===== config.mk =====
export PLATFORM = sky130hd
export DESIGN_NAME = linear_transform_coef_loader
export DESIGN_NICKNAME = d
export VERILOG_FILES = /design/src/rtl/linear_transform_pkg.sv /design/src/rtl/coef_order_checker.sv /design/src/rtl/linear_transform_coef_loader.sv
export SDC_FILE = /design/constraint.sdc
export NUM_CORES = 2
export LEC_CHECK = 0
export CAP_MARGIN = 20
export CORE_MARGIN = 3
export CORE_UTILIZATION = 50
export DETAILED_ROUTE_END_ITERATION = 8
export MAX_ROUTING_LAYER = met4
export PLACE_DENSITY = 0.73
export SYNTH_ARGS = -nofsm -noshare
export SYNTH_HDL_FRONTEND = slang
export SYNTH_HIERARCHICAL = 1
export SYNTH_SLANG_ARGS = --single-unit

===== constraint.sdc =====
create_clock -name clock -period 4.6 [get_ports clock]
set_clock_uncertainty 0.2 [all_clocks]
set_input_delay 0.92 -clock clock [delete_from_list [all_inputs] [get_ports clock]]
set_output_delay 0.92 -clock clock [all_outputs]
set_load 0.01 [all_outputs]

===== src/rtl/linear_transform_pkg.sv =====
// Shared constants and types for the linear-transform coefficient loader.
// Holds the table depth, the word-address map of the configuration port,
// the error-flag bit positions and the loader state encoding.
package linear_transform_pkg;

    // Segments per table; the address map below assumes a power of two.
    localparam int TBL_DEPTH = 16;
    localparam int IDX_W     = $clog2(TBL_DEPTH);

    // Word-address region bases on cfg_addr.
    localparam logic [5:0] ADDR_M_BASE   = 6'd0;
    localparam logic [5:0] ADDR_C_BASE   = 6'd16;
    localparam logic [5:0] ADDR_D_BASE   = 6'd32;
    localparam logic [5:0] ADDR_INV_BASE = 6'd48;

    // Bit positions inside err_flags.
    localparam int ERR_ORDER = 0;
    localparam int ERR_BUSY  = 1;
    localparam int ERR_ADDR  = 2;

    typedef enum logic [1:0] {
        ST_IDLE  = 2'd0,
        ST_CHECK = 2'd1,
        ST_ARMED = 2'd2,
        ST_COPY  = 2'd3
    } cfg_state_e;

endpackage


===== src/rtl/coef_order_checker.sv =====
// Ascending-order scan over the shadow breakpoint table.
// While en_i is high it walks one adjacent pair (M[k], M[k+1]) per cycle,
// starting at k=0 on the first enabled cycle; en_i low rewinds the scan.
// Ports:
//   clock, rst_n  - clock, asynchronous active-low reset
//   en_i          - scan active (loader is in CHECK)
//   m_i           - shadow breakpoints, segment k at [k*DSIZE +: DSIZE]
//   pair_fail_o   - current pair is not strictly ascending
//   last_pair_o   - current pair is the final one (k = depth-2)
module coef_order_checker
    import linear_transform_pkg::*;
#(
    parameter int DSIZE = 12
) (
    input  logic                       clock,
    input  logic                       rst_n,
    input  logic                       en_i,
    input  logic [TBL_DEPTH*DSIZE-1:0] m_i,
    output logic                       pair_fail_o,
    output logic                       last_pair_o
);

    logic [IDX_W-1:0] idx_q, idx_d;
    logic [DSIZE-1:0] m_lo, m_hi;

    always_comb begin
        idx_d = en_i ? idx_q + 1'b1 : '0;
    end

    // NOTE: state registers use non-blocking assignments so every flop samples
    // the pre-edge values; blocking here would create order-dependent races.
    always_ff @(posedge clock or negedge rst_n) begin
        if (!rst_n) idx_q <= '0;
        else        idx_q <= idx_d;
    end

    always_comb begin
        m_lo        = m_i[int'(idx_q) * DSIZE +: DSIZE];
        m_hi        = m_i[(int'(idx_q) + 1) * DSIZE +: DSIZE];
        pair_fail_o = en_i && !(m_lo < m_hi);
        last_pair_o = (idx_q == IDX_W'(TBL_DEPTH - 2));
    end

endmodule


===== src/rtl/linear_transform_coef_loader.sv =====
// Coefficient loader for a 16-segment piecewise-linear transform.
// Software fills a shadow table (breakpoints M, segment bases C, slopes delta)
// one word per cycle, then requests a commit. The loader checks that M is
// strictly ascending, waits for the next vsync rising edge and copies the
// whole shadow table into the active table in one edge, so the downstream
// stage never sees a half-updated table inside a frame.
// Ports:
//   clock, rst_n          - clock, asynchronous active-low reset
//   cfg_wr/addr/wdata     - shadow write port (0-15 M, 16-31 C, 32-47 delta)
//   commit_req            - request shadow-to-active transfer
//   vsync                 - frame sync; commit lands on its rising edge
//   err_clr               - clears the sticky error flags
//   cfg_busy              - loader not idle
//   commit_done           - one-cycle pulse after the active table changed
//   err_flags             - {bad address, access while busy, M not ascending}
//   m_bus, c_bus, d_bus   - active table, segment k at [k*W +: W]
module linear_transform_coef_loader
    import linear_transform_pkg::*;
#(
    parameter int DSIZE = 12,
    parameter int DT_I  = 8,
    parameter int DT_D  = 4
) (
    input  logic                                clock,
    input  logic                                rst_n,
    input  logic                                cfg_wr,
    input  logic [5:0]                          cfg_addr,
    input  logic [15:0]                         cfg_wdata,
    input  logic                                commit_req,
    input  logic                                vsync,
    input  logic                                err_clr,
    output logic                                cfg_busy,
    output logic                                commit_done,
    output logic [2:0]                          err_flags,
    output logic [TBL_DEPTH*DSIZE-1:0]          m_bus,
    output logic [TBL_DEPTH*DSIZE-1:0]          c_bus,
    output logic [TBL_DEPTH*(DT_I+DT_D)-1:0]    d_bus
);

    localparam int DW = DT_I + DT_D;
    localparam logic [DW-1:0] D_UNITY = DW'(1) << DT_D;

    // Identity breakpoint / base for segment k: evenly spaced over the range.
    function automatic logic [DSIZE-1:0] ident_bp(input int k);
        return DSIZE'(k * (2 ** (DSIZE - 4)));
    endfunction

    cfg_state_e       state_q, state_d;
    logic             vsync_q;
    logic [2:0]       err_q, err_d, err_set;
    logic             commit_done_q, commit_done_d;

    logic [DSIZE-1:0] sh_m_q  [TBL_DEPTH];
    logic [DSIZE-1:0] sh_c_q  [TBL_DEPTH];
    logic [DW-1:0]    sh_d_q  [TBL_DEPTH];
    logic [DSIZE-1:0] act_m_q [TBL_DEPTH];
    logic [DSIZE-1:0] act_c_q [TBL_DEPTH];
    logic [DW-1:0]    act_d_q [TBL_DEPTH];

    logic [TBL_DEPTH*DSIZE-1:0] sh_m_flat;
    logic                       chk_en, pair_fail, last_pair;

    // ---------------------------------------------------------------------
    // Write decode: only IDLE accepts writes; regions are 16-word aligned so
    // the low address bits index the segment directly.
    // ---------------------------------------------------------------------
    logic             idle, wr_ok, wr_m, wr_c, wr_d;
    logic [IDX_W-1:0] wr_idx;

    always_comb begin
        idle   = (state_q == ST_IDLE);
        wr_ok  = cfg_wr && idle;
        wr_m   = wr_ok && (cfg_addr >= ADDR_M_BASE) && (cfg_addr < ADDR_C_BASE);
        wr_c   = wr_ok && (cfg_addr >= ADDR_C_BASE) && (cfg_addr < ADDR_D_BASE);
        wr_d   = wr_ok && (cfg_addr >= ADDR_D_BASE) && (cfg_addr < ADDR_INV_BASE);
        wr_idx = cfg_addr[IDX_W-1:0];
    end

    // ---------------------------------------------------------------------
    // Control FSM
    // ---------------------------------------------------------------------
    // NOTE: every signal driven here gets a default first, so no path can
    // leave one unassigned and infer a latch.
    always_comb begin
        state_d       = state_q;
        err_set       = '0;
        commit_done_d = 1'b0;
        chk_en        = (state_q == ST_CHECK);

        unique case (state_q)
            ST_IDLE: begin
                if (cfg_wr && (cfg_addr >= ADDR_INV_BASE)) err_set[ERR_ADDR] = 1'b1;
                if (commit_req) state_d = ST_CHECK;
            end
            ST_CHECK: begin
                if (pair_fail) begin
                    err_set[ERR_ORDER] = 1'b1;
                    state_d            = ST_IDLE;
                end else if (last_pair) begin
                    state_d = ST_ARMED;
                end
            end
            ST_ARMED: begin
                // Edge qualified only here, so an edge seen during CHECK is lost.
                if (vsync && !vsync_q) state_d = ST_COPY;
            end
            ST_COPY: begin
                commit_done_d = 1'b1;
                state_d       = ST_IDLE;
            end
            default: state_d = ST_IDLE;
        endcase

        if (!idle && (cfg_wr || commit_req)) err_set[ERR_BUSY] = 1'b1;

        // A set in the same cycle as a clear wins.
        err_d = (err_clr ? 3'b000 : err_q) | err_set;
    end

    always_ff @(posedge clock or negedge rst_n) begin
        if (!rst_n) begin
            state_q       <= ST_IDLE;
            vsync_q       <= 1'b0;
            err_q         <= '0;
            commit_done_q <= 1'b0;
        end else begin
            state_q       <= state_d;
            vsync_q       <= vsync;
            err_q         <= err_d;
            commit_done_q <= commit_done_d;
        end
    end

    // ---------------------------------------------------------------------
    // Shadow and active tables
    // ---------------------------------------------------------------------
    // NOTE: these tables are plain flops, not RAM, so resetting them is legal
    // and required: both come out of reset holding the identity transform.
    always_ff @(posedge clock or negedge rst_n) begin
        if (!rst_n) begin
            for (int k = 0; k < TBL_DEPTH; k++) begin
                sh_m_q[k] <= ident_bp(k);
                sh_c_q[k] <= ident_bp(k);
                sh_d_q[k] <= D_UNITY;
            end
        end else begin
            if (wr_m) sh_m_q[wr_idx] <= DSIZE'(cfg_wdata);
            if (wr_c) sh_c_q[wr_idx] <= DSIZE'(cfg_wdata);
            if (wr_d) sh_d_q[wr_idx] <= DW'(cfg_wdata);
        end
    end

    always_ff @(posedge clock or negedge rst_n) begin
        if (!rst_n) begin
            for (int k = 0; k < TBL_DEPTH; k++) begin
                act_m_q[k] <= ident_bp(k);
                act_c_q[k] <= ident_bp(k);
                act_d_q[k] <= D_UNITY;
            end
        end else if (state_q == ST_COPY) begin
            for (int k = 0; k < TBL_DEPTH; k++) begin
                act_m_q[k] <= sh_m_q[k];
                act_c_q[k] <= sh_c_q[k];
                act_d_q[k] <= sh_d_q[k];
            end
        end
    end

    // ---------------------------------------------------------------------
    // Order check and output packing
    // ---------------------------------------------------------------------
    for (genvar g = 0; g < TBL_DEPTH; g++) begin : g_pack
        assign sh_m_flat[g*DSIZE +: DSIZE] = sh_m_q[g];
        assign m_bus[g*DSIZE +: DSIZE]     = act_m_q[g];
        assign c_bus[g*DSIZE +: DSIZE]     = act_c_q[g];
        assign d_bus[g*DW +: DW]           = act_d_q[g];
    end

    coef_order_checker #(
        .DSIZE (DSIZE)
    ) u_order_checker (
        .clock       (clock),
        .rst_n       (rst_n),
        .en_i        (chk_en),
        .m_i         (sh_m_flat),
        .pair_fail_o (pair_fail),
        .last_pair_o (last_pair)
    );

    assign cfg_busy    = !idle;
    assign commit_done = commit_done_q;
    assign err_flags   = err_q;

endmodule


**Word level (Yosys, flattened, before mapping)**

Index checks and enable logic that the tools add are counted.

- Register bits after elaboration: 1,163
- Input port bits: 28
- Output and inout bits: 581
- Word-level logic and storage cells: 162

- Add/sub/neg operators: 2
- Multipliers: 2
- Order comparisons: 10
- Equality and inequality tests: 7
- Shifts and indexed selects: 2
- Muxes and demuxes: 18
- Bitwise operators: 2
- Reduce and logical (&&, ||, !) cells: 18

Operators with widths:

| kind | number |
|---|---|
| $bwmux 192 | 3 |
| $shiftx 192x32->12 | 2 |
| $demux 12 s4 | 1 |
| $mul 32x3->30 const B | 1 |
| $ge 6x6->1 const B | 2 |
| $logic_and 1x1->1 | 12 |
| $lt 12x12->1 | 1 |
| $lt 6x6->1 const B | 2 |
| $mux 12 | 1 |
| $mux 2 | 4 |
| $pmux 2 s4 | 1 |
| $ge 6x1->1 const B | 1 |
| $ge 6x5->1 const B | 1 |
| $lt 6x5->1 const B | 1 |
| $mul 4x2->6 const B | 1 |
| $mux 1 | 6 |
| $add 4x1->5 const B | 1 |
| $ge 5x5->1 const B | 1 |
| $lt 5x1->1 const B | 1 |
| $not 4->5 | 1 |
| $add 4x1->4 const B | 1 |
| $eq 2x2->1 const B | 2 |
| $eq 4x4->1 const B | 1 |
| $mux 4 | 1 |
| 9 further kinds | 12 |

**Longest topological paths before layout**

- Depth in word-level cells: 9
- Depth in mapped cells: 16
- Gate-level depth less buffers: 14

**Cells and area by module**

Netlist, hierarchy kept.

By module, submodules not included:

| module | instances | cells each | area each (um^2) |
|---|---|---|---|
| linear_transform_coef_loader | 1 | 3,800 | 44,513.9 |
| coef_order_checker | 1 | 270 | 3,216.8 |

**Worst setup path before layout**

No wires, ideal clock.

- Kind: reg2reg
- Start point: register u_order_checker.idx_q[1]
- End point: register state_q[0]
- Setup time: 0.101 ns
- Arrival: 3.296 ns
- Required time: 4.299 ns
- Setup slack: 1.003 ns
- Stages on the path, launching flop included: 15
- Buffers on the path: 3
- Clock period less this slack: 3.597 ns
- Cell sequence: dfrtp_1 buf_2 buf_2 clkbuf_1 mux4_2 mux4_2 ha_1 a21o_1 a21o_1 a211o_1 a32oi_1 o41ai_1 nor2_1 mux2i_1 o32ai_1

- Longest elaborated chain between the ends: 8

Ends and longest elaborated chain:

| element | RTL line | source |
|---|---|---|
| start: declaration | coef_order_checker.sv:23 | `logic [IDX_W-1:0] idx_q, idx_d;` |
| start signal: assignment | coef_order_checker.sv:34 | `else idx_q <= idx_d;` |
| $add 4x1->5 | coef_order_checker.sv:39 | `m_hi = m_i[(int'(idx_q) + 1) * DSIZE +: DSIZE];` |
| $mul 32x3->30 | coef_order_checker.sv:39 |  |
| $shiftx 192x32->12 | coef_order_checker.sv:39 |  |
| $lt 12x12->1 * | coef_order_checker.sv:40 | `pair_fail_o = en_i && !(m_lo < m_hi);` |
| $logic_not 1->1 * | coef_order_checker.sv:40 |  |
| $logic_and 1x1->1 * | coef_order_checker.sv:40 |  |
| named net pair_fail | linear_transform_coef_loader.sv:61 | `logic chk_en, pair_fail, last_pair;` |
| $mux 2 / $ne 3x3->1 (equally long branches) | n/a |  |
| $pmux 2 s4 / $reduce_and 3->1 (equally long branches) | n/a |  |
| end signal: assignment | linear_transform_coef_loader.sv:127 | `state_q <= state_d;` |
| end: declaration | linear_transform_coef_loader.sv:48 | `cfg_state_e state_q, state_d;` |

The timed path passes the listed nets; every way through them passes the cells marked *.
A chain may end at the register's enable or synchronous reset.

**Worst setup path after layout**

- Start point: register u_order_checker.idx_q[0]
- End point: register state_q[0]

The elaborated chain is that of the path after synthesis.

==> results_dict.tcl <==
set metrics [dict create \
    synth_top_family_by_area "multiplexers" \
    synth_edf_count 0 \
    synthSimpleGateAreaFrac_pct 15.35 \
    ys_types 55 \
    fin_tns_setup_ns 0 \
    fin_crit_sh_pct 94.65 \
    fin_util_pct 63.08 \
    overflow 0 \
    nets 4661 \
    async_flop_share_pct 100.0 \
    critPathKind "flop to flop" \
    syn_inst 4070 \
    cp_max_fo 33 \
    slew_headroom_pct 20.48 \
    wl_met1_um 60910 \
    wl_per_cell_um 23.78 \
    r2r_cells 12 \
    cp-end-kind "flop" \
    die_area_sq_um 99210 \
    synth.avg_cell_area_sq_um 11.73 \
    whs_ns 0.02446 \
    slowest_delay_ns 0.82 \
    ys_seq_elements 1163 \
    coreArea_sq_um 94030 \
    route.met2.wl_um 66580 \
    drt_wl_total_um 142200 \
    dp.cells 5754 \
    min_period_ns 4.354 \
    area_delta_synth_final_pct 24.26 \
    highest_layer "met4" \
    cts_tree "built" \
    first_iter_violations 3107 \
    total_power_mw 25.13 \
    cts.clk_slew.worst_paths_ns 0.06 \
    dp_hpwl_um 92310 \
    fillers 7300 \
    timing.rr.start "u_order_checker/idx_q[0]" \
    critPathArrivalTime_ns 4.72 \
    top_level_ports 609 \
    grt_start_max_net_pins 202 \
    cts.path.max_buffers 3 \
    rows 112 \
    register_area_sq_um 29310 \
    synth_compound_area_share_pct 0.8598 \
    cp_cell_sequence "buf_12 > buf_4 > mux4_2 > mux4_2 > ha_1 > and4_1 > nand3_1 > o41ai_2 > buf_4 > nor2_1 > mux2i_1 > o32ai_1" \
    seqPwrFrac_pct 47.4 \
    grt_pass1_vias 33052 \
    portBuffers 604 \
    synth_nets 4111 \
    netSwitchingFraction_pct 25.29 \
    p_leak_nw 29.69 \
    drc_errors 0 \
    power_frac_clock_pct 40.1 \
    crit_slowest_cell "dfrtp_4" \
    hold_class "input port to async pin" \
    multi_input_area_sq_um 17160 \
    cts_hold_buffers 0 \
    htreeDepth 3 \
    rr_endpoint "state_q[0]" \
    grt_pass1_wl_um 213100 \
    viasPerCell 5.489 \
    p_int_mw 18.77 \
    yosysSeqAreaShare_pct 61.39 \
    max_freq_mhz 229.7 \
    power_density_nw_per_um2 423.7 \
    instances_no_fill 5981 \
    clk_latency_ns 0.70 \
    maxSlewViolCount 0 \
    endpoint "state_q[0]" \
    cts_buffers 118 \
    yosysWarnings 6 \
    start_util_pct 50.76 \
    cts-root-buf "clkbuf_16" \
    synth_xor_area_share_pct 0.03670 \
    muxShareOfSynthArea_pct 19.09 \
    cts.sinks 1163 \
    synth_adder_area_share_pct 0.3408 \
    combPwrFrac_pct 12.5 \
    tightest_slew_ns 1.193 \
    ys.flop_type "dfrtp_1" \
    hold_viol 0 \
    die_w_um 315.0 \
    ir_drop_v 0.0003688 \
    drive_above_1_share_pct 25.24 \
    gp_congestion 0.9566 \
    cap_viol_max_count 0 \
    reg2reg_slack_ns 0.25 \
    met3_length_um 10310 \
    startpoint_type "flop" \
    rsz0062_at_grt "false" \
    antenna_found_initial 7 \
    p_sw_mw 6.355 \
    fp.dieH_um 315.0 \
    num_vias 32827 \
    drtAntennaViolNets 0 \
    dr.pass1.iters 5 \
    status "finished clean" \
    crit_required_ns 4.96 \
    syn-cell-area_sq_um 47730 \
    cp-startpoint "u_order_checker/idx_q[0]" \
    track_usage_pct 29.53 \
    setup_viol 0 \
]
worst min path at each step:
stage | start | to | slack (ns) | depth (start not counted)
after CTS | rst_n | c_bus[14] | 0.01 | 1
after floorplan | vsync_q | state_q[0] | 0.22 | 1
after global placement | vsync_q | state_q[0] | 0.23 | 1
final | rst_n | c_bus[14] | 0.02 | 1
after detailed placement | vsync_q | state_q[0] | 0.23 | 1
after global routing | rst_n | c_bus[14] | 0.04 | 1
cells in the mapped netlist (2+ instances only):
master | instances | area, sq um
nand2_1 | 1743 | 6543
dfrtp_1 | 1003 | 25100
mux2_2 | 428 | 4820
clkbuf_1 | 206 | 773.2
dfstp_2 | 160 | 4204
mux2_4 | 140 | 2102
mux4_2 | 88 | 1982
buf_2 | 28 | 140.1
inv_1 | 22 | 82.58
nor3_1 | 22 | 110.1
buf_6 | 20 | 225.2
buf_4 | 17 | 127.6
nor2b_1 | 16 | 100.1
o21ai_0 | 15 | 75.07
a21oi_1 | 14 | 70.07
or3_4 | 14 | 157.7
a211oi_1 | 13 | 97.59
ha_1 | 13 | 162.7
buf_1 | 12 | 45.04
mux2i_1 | 12 | 120.1
nor3_2 | 10 | 100.1
nor2_1 | 9 | 33.78
mux2_1 | 8 | 90.09
a21o_1 | 5 | 37.54
nand4bb_1 | 5 | 56.30
nand4b_1 | 4 | 35.03
or4b_2 | 4 | 40.04
a32oi_1 | 3 | 26.28
nand3b_1 | 3 | 22.52
or3_1 | 3 | 18.77
and2_1 | 2 | 12.51
nand2b_1 | 2 | 12.51
nand3_1 | 2 | 10.01
nand4_1 | 2 | 12.51
or4bb_1 | 2 | 22.52
cell type report:
class                   count  share of cell area [%]
diodes                      4                 0.01688
clock buffers             173                   5.835
clock inverters            50                   1.131
inverters                  23                  0.1582
multi-input cells        2601                   28.92
flip-flops and latches   1163                   49.42
well taps                1254                   2.645
repair buffers            713                   11.87
critical path: cells and delay by family, from the launching register on:
family	cells	cell delay, ns
multiplexers	3	1.12
AND/OR/NAND/NOR	3	0.35
buffers and inverters	3	0.72
adder cells (fa/ha/maj)	1	0.31
flip-flops	1	0.82
AO/OA/AOI/OAI	2	0.69
cell usage in the layout (no fill, tap or decap), drive strengths merged, types with 4 or more instances in the layout:
cell,count
nand2,1743
dfrtp,1003
clkdlybuf4s50,590
mux2,576
clkbuf,173
dfstp,160
buf,123
mux4,88
nor3,32
clkinv,29
inv,28
or3,17
nor2b,16
o21ai,15
a21oi,14
bufinv,13
a211oi,13
ha,13
mux2i,12
nor2,9
nand4bb,5
a21o,5
or4b,5
diode,4
nand4b,4
metal layers:
metal	up-vias	global-route usage, %
met5	-	-
met4	0	9.837
met3	221	5.581
met2	1229	44.45
met1	17004	40.71
li1	14373	-
cells by family (layout without fill, tap and decap cells):
kind of cell    Yosys count  in the layout
simple gates           1848           1848
xor+xnor                  2              2
mux                     676            676
flops                  1163           1163
buf+inv                 306            959
compound gates           62             62
fa+ha+maj                13             13
other cells               0              4
sequential cells by signal (all words and copies together) (netlist names), named ones only:
register,flops
state_q,1
sh_d_q,192
sh_c_q,192
c_bus,192
vsync_q,1
d_bus,192
sh_m_flat,192
m_bus,192
u_order_checker/idx_q,4
err_flags,3
commit_done,1
what timing repair did:
item / in CTS / in global routing
setup buffers: 0 / 0
endpoints found under the setup margin: 2 / 0
gates resized for setup: 1 / 0
power groups by stage:
stage | registers, mW | clock network, mW | logic [mW]
2_1_floorplan | 11.6 | 0 | 2.30
3_3_place_gp | 12.0 | 0 | 3.04
3_5_place_dp | 12.1 | 0 | 3.10
4_1_cts | 11.9 | 10.2 | 3.14
5_1_grt | 12.0 | 10.7 | 3.37
6_report | 11.9 | 10.1 | 3.14
through the flow:
stage / cell area [sq um] / worst slack [ns]
after floorplan: 47730 / 1.003
after global placement: 55160 / -0.09768
after detailed placement: 55160 / -0.1101
after CTS: 59300 / 0.2078
after global routing: 59310 / 0.009732
final: 59310 / 0.2463
Note: power is estimated with default switching activity, not from simulation.
